$ cat config.mk
export PLATFORM = sky130hd
export DESIGN_NAME = imem_loader
export DESIGN_NICKNAME = d
export VERILOG_FILES = /design/src/rtl/imem_loader.sv
export SDC_FILE = /design/constraint.sdc
export NUM_CORES = 1
export LEC_CHECK = 0
export BUFFER_PORTS_ARGS = -buffer_cell sky130_fd_sc_hd__buf_2
export CORE_UTILIZATION = 50
export DETAILED_ROUTE_END_ITERATION = 10
export PLACE_DENSITY = 0.69
export REMOVE_ABC_BUFFERS = 1
export SYNTH_ARGS = -nofsm -noshare
export SYNTH_HDL_FRONTEND = slang
export SYNTH_SLANG_ARGS = --single-unit
$ cat constraint.sdc
create_clock -name clk -period 4.2 [get_ports clk]
set_clock_uncertainty 0.15 [all_clocks]
set_input_delay 0.21 -clock clk [delete_from_list [all_inputs] [get_ports clk]]
set_output_delay 0.21 -clock clk [all_outputs]
set_load 0.02 [all_outputs]
$ cat src/rtl/imem_loader.sv
// imem_loader: loads a serial byte stream into instruction memory as
// big-endian 32-bit words at consecutive word addresses. Instruction fetch
// stays disabled (en_im low) for as long as a load is in progress.
module imem_loader #(
   parameter int MEM_BYTES = 32,
   parameter int CNT_W     = 8
) (
   input  logic             clk,
   input  logic             rst_n,
   input  logic             start,
   input  logic [31:0]      base_addr,
   input  logic [CNT_W-1:0] n_words,
   input  logic [7:0]       rx_data,
   input  logic             rx_valid,
   output logic             rx_ready,
   output logic             wr_en,
   output logic [31:0]      wr_addr,
   output logic [31:0]      wr_data,
   output logic             busy,
   output logic             done,
   output logic             err,
   output logic             en_im
);

   typedef enum logic [1:0] {
      S_IDLE,
      S_RECV,
      S_WRITE,
      S_DONE
   } state_t;

   state_t           r_state;
   state_t           w_next;
   logic [31:0]      r_base;
   logic [CNT_W-1:0] r_n;
   logic [CNT_W-1:0] r_widx;
   logic [1:0]       r_bcnt;
   logic [31:0]      r_pack;
   logic [31:0]      r_wr_addr;
   logic [31:0]      r_wr_data;
   logic             r_err;

   logic [32:0]      w_end;
   logic             w_bad;
   logic             w_take;
   logic             w_last_word;

   // End address of the requested region in 33 bits so it can never wrap.
   assign w_end       = {1'b0, base_addr} + {{(31-CNT_W){1'b0}}, n_words, 2'b00};
   assign w_bad       = (base_addr[1:0] != 2'b00) || (w_end > 33'(MEM_BYTES));
   assign w_take      = rx_valid && (r_state == S_RECV);
   assign w_last_word = (r_widx == r_n - CNT_W'(1));

   // Outputs decoded from state or taken straight from registers.
   assign rx_ready = (r_state == S_RECV);
   assign wr_en    = (r_state == S_WRITE);
   assign busy     = (r_state != S_IDLE);
   assign done     = (r_state == S_DONE);
   assign en_im    = (r_state == S_IDLE);
   assign err      = r_err;
   assign wr_addr  = r_wr_addr;
   assign wr_data  = r_wr_data;

   // State register.
   always_ff @(posedge clk or negedge rst_n) begin
      if (!rst_n) r_state <= S_IDLE;
      else        r_state <= w_next;
   end

   // Next-state decode.
   always_comb begin
      w_next = r_state;
      case (r_state)
         S_IDLE: begin
            if (start) begin
               if (w_bad || (n_words == '0)) w_next = S_DONE;
               else                          w_next = S_RECV;
            end
         end
         S_RECV: begin
            if (w_take && (r_bcnt == 2'd3)) w_next = S_WRITE;
         end
         S_WRITE: begin
            if (w_last_word) w_next = S_DONE;
            else             w_next = S_RECV;
         end
         S_DONE:  w_next = S_IDLE;
         default: w_next = S_IDLE;
      endcase
   end

   // Datapath: request latch, byte packing, word counter and write outputs.
   // The write address/data are registered when the 4th byte arrives so they
   // are valid throughout WRITE and hold afterwards.
   always_ff @(posedge clk or negedge rst_n) begin
      if (!rst_n) begin
         r_base    <= '0;
         r_n       <= '0;
         r_widx    <= '0;
         r_bcnt    <= '0;
         r_pack    <= '0;
         r_wr_addr <= '0;
         r_wr_data <= '0;
         r_err     <= 1'b0;
      end else begin
         case (r_state)
            S_IDLE: begin
               if (start) begin
                  r_base <= base_addr;
                  r_n    <= n_words;
                  r_err  <= w_bad;
                  r_widx <= '0;
                  r_bcnt <= '0;
                  r_pack <= '0;
               end
            end
            S_RECV: begin
               if (w_take) begin
                  r_pack <= {r_pack[23:0], rx_data};
                  r_bcnt <= r_bcnt + 2'd1;
                  if (r_bcnt == 2'd3) begin
                     r_wr_data <= {r_pack[23:0], rx_data};
                     r_wr_addr <= r_base + {{(30-CNT_W){1'b0}}, r_widx, 2'b00};
                  end
               end
            end
            S_WRITE: begin
               r_widx <= r_widx + CNT_W'(1);
            end
            default: begin
            end
         endcase
      end
   end

endmodule

==> impl_results.md <==
- Net Sw Power: roughly 2.2 mW
- Die area: 15,100 sq um
- Required time worst endpoint: 4.35 ns
- Clk pwr share: 25.8%
- Routability cong.: 0.914
- Total clock sinks: 141
- Dpl hpwl: 12,700 um
- Via density per instance: 5.54
- Worst-case clock buffer depth: 2
- Yosys top cell area share: 48.3%
- Metal1 wirelength: 8440 um
- Crit end category: flop
- Relative max-transition margin: 29.5%
- Initial Util: a little over half
- Overall routing resource usage: 25.2%
- Hold_buf cts: 48
- Min-Delay Path Class: input port to flop
- Core Footprint: between 10,000 and 15,000 sq um
- Worst skew pair latency: about 0.42 ns
- Ys flop type: dfrtp_1
- Reg power frac: 39.2%
- EDFF count, synth: 0
- Status: finished clean
- CTS tree: yes
- Pin count of the biggest net entering global routing: 114
- Slew Limit Fails: 0
- DRC Markers: 0
- Post-synthesis sequential area ratio: ~48%
- Multi-input gate area: 3580 sq um
- Tcrit/Tclk final: 82.1%
- Final min period: 3.45 ns
- Final hold vios: 0
- Via count: 6,287
- Initial antenna violation count: 0
- Die Y: 123 um
- RSZ-0062 raised after global routing: false
- IO Count: 122
- CP arrival: 3.59 ns
- Die W: 123 um
- Max frequency: 290 MHz
- CP startpoint kind: input port
- Share of layout cells above drive strength 1: 22.3%
- H-tree Lvls: 4
- Final setup fails: 0
- First-pass GRT wire length: 29,300 um
- Fin util: 65.3%
- Clock root buffer: clkbuf_16
- Post-synth top cells: 205 x nand2_1, 141 x dfrtp_1, 90 x o21ai_0, 35 x mux2_2
- Synth Area per Inst: 9.36 sq um
- Vias in the first global route: 6,183
- Cell variety after synth: 62
- Filler cell count: 1,165
- Total grt overflow: 0
- Area grow syn2layout: 25.6%
- Sw Ratio: 38.6%
- Leakage power: 4.44 nW
- Yosys reg bits: approximately 140
- Max-Cap Viols: 0
- Mapped Cells: 780
- Setup_tns: 0 ns
- Post_cts resized: 0
- PwrDens: 633 nW/um^2
- Nets: 1,015
- Met2 routed WL: 8060 um
- Mapped cell area: about 7300 sq um
- Worst vdd ir: approximately 340 uV
- Yosys warnings: 0
- Logic pwr share: a little over a third
- Routed Antenna Nets: 0
- Worst-path clk slew: 0.07 ns
- Cell row count: 43
- 1st-iter DRT viols: 392
- Pre-antenna DRT Iters: 5
- ANT cells: 0
- Post-CTS Repair Setup Buffers: 0
- Count leader, synth: nand2_1
- Seq. cell area: 3530 sq um
- CTS buffer count: 17
- Routed length on met3: around 1100 um
- Slew @ Worst Pin: 1.05 ns
- Post-DP Area: 8090 sq um
- Power Internal: 3.57 mW
- Ys async rst share: 100%
- Top sig layer: met4
- Yosys top cell by area: dfrtp_1
- Average wire per standard cell: approximately 16 um
- Port Buffer Count: 121
- DRT Wirelength: 18,000 um
- Crit path max fanout: 6
- CP Class: input port to flop
- Synth top area cells: dfrtp_1 48%, nand2_1 11%, o21ai_0 6.2%
- Final Instance Area: 9170 sq um
## state kept, by name, indices dropped and copies added (netlist names)
name,flops
r_widx,8
wr_addr,32
err,1
r_bcnt,2
r_n,8
r_base,32
r_pack,24
wr_data,32
r_state,2
## worst max-delay path, cell delays in order
cell	delay [ns]
dlygate4sd3_1	0.54
buf_2	0.13
ha_1	0.23
fa_1	0.42
a211oi_1	0.40
o21ai_1	0.28
a311o_2	0.42
o21ai_0	0.15
o2111ai_1	0.13
a211oi_1	0.31
nand2_1	0.13
mux2_4	0.27
## layer usage
layer / GRT usage, % / vias up
met5: 0 / -
met4: 10.5 / 0
met3: 4.93 / 33
met2: 38.6 / 232
met1: 34.8 / 2968
li1: - / 3054
## stage by stage
stage / setup slack [ns] / hold slack [ns] / power, mW / std cells
6_report: 0.751 / 0.0158 / 5.81 / 1135
5_1_grt: 0.578 / 0.0388 / 6.21 / 1135
4_1_cts: 0.728 / 0.00808 / 5.85 / 1135
3_5_place_dp: 0.852 / 0.292 / 4.30 / 1055
3_3_place_gp: 0.918 / 0.271 / 4.22 / 1055
2_1_floorplan: -0.641 / -0.236 / 3.56 / 746
## cells by family after synthesis
group / Yosys count / synth area share (%)
AND/OR/NAND/NOR: 316 / 19.9
AO/OA/AOI/OAI: 161 / 13.5
flip-flops: 141 / 48.3
buffers and inverters: 57 / 2.98
XOR/XNOR: 42 / 5.04
multiplexers: 42 / 6.43
adder cells (fa/ha/maj): 21 / 3.80
## path summary, 6_finish.rpt
kind	start	end	slack, ns	depth (start not counted)
max	base_addr[2]	err	0.75	12
min	start	r_base[1]	0.02	4
max reg2reg	r_widx[1]	wr_addr[21]	1.35	9
min reg2reg	wr_addr[13]	wr_addr[13]	0.33	2
max in group asynchronous	rst_n	r_pack[1]	2.54	3
min in group asynchronous	rst_n	wr_data[14]	0.35	2
## power by group through the flow
stage / Combinational [mW] / Sequential (mW) / Clock [mW]
2_1_floorplan: 1.03 / 2.53 / 0
3_3_place_gp: 1.96 / 2.26 / 0
3_5_place_dp: 2.00 / 2.30 / 0
4_1_cts: 2.05 / 2.27 / 1.52
5_1_grt: 2.28 / 2.35 / 1.58
6_report: 2.03 / 2.27 / 1.50
## layout make-up
class | instances | area share (%)
well taps | 180 | 2.46
multi-input cells | 582 | 39.1
inverters | 23 | 0.941
clock buffers | 18 | 4.79
flip-flops and latches | 141 | 38.5
repair buffers | 177 | 12.6
clock inverters | 14 | 1.71
## cell usage in the layout (no fill, tap or decap), types with 4 or more instances in the layout
cell type,synthesis,layout
o211ai_1,12,12
a211oi_1,4,4
inv_6,0,5
nor2b_1,6,5
a2111oi_0,5,5
nor4_1,6,6
and2_1,6,6
dlygate4sd3_1,0,48
a21oi_1,14,13
o21ai_0,90,90
mux2_2,35,35
buf_4,0,8
xor2_1,27,27
clkinv_4,0,4
and3_1,9,9
inv_1,22,22
dfrtp_1,141,141
nor2_1,20,20
nand3_1,22,21
nand4_1,13,13
a31oi_1,5,5
a21o_1,4,4
ha_1,19,19
nand2_1,205,205
mux2i_1,6,6
xnor2_1,15,15
buf_2,3,120
nor3_1,6,6
clkbuf_16,0,17
(Power assumes the default switching activity.)
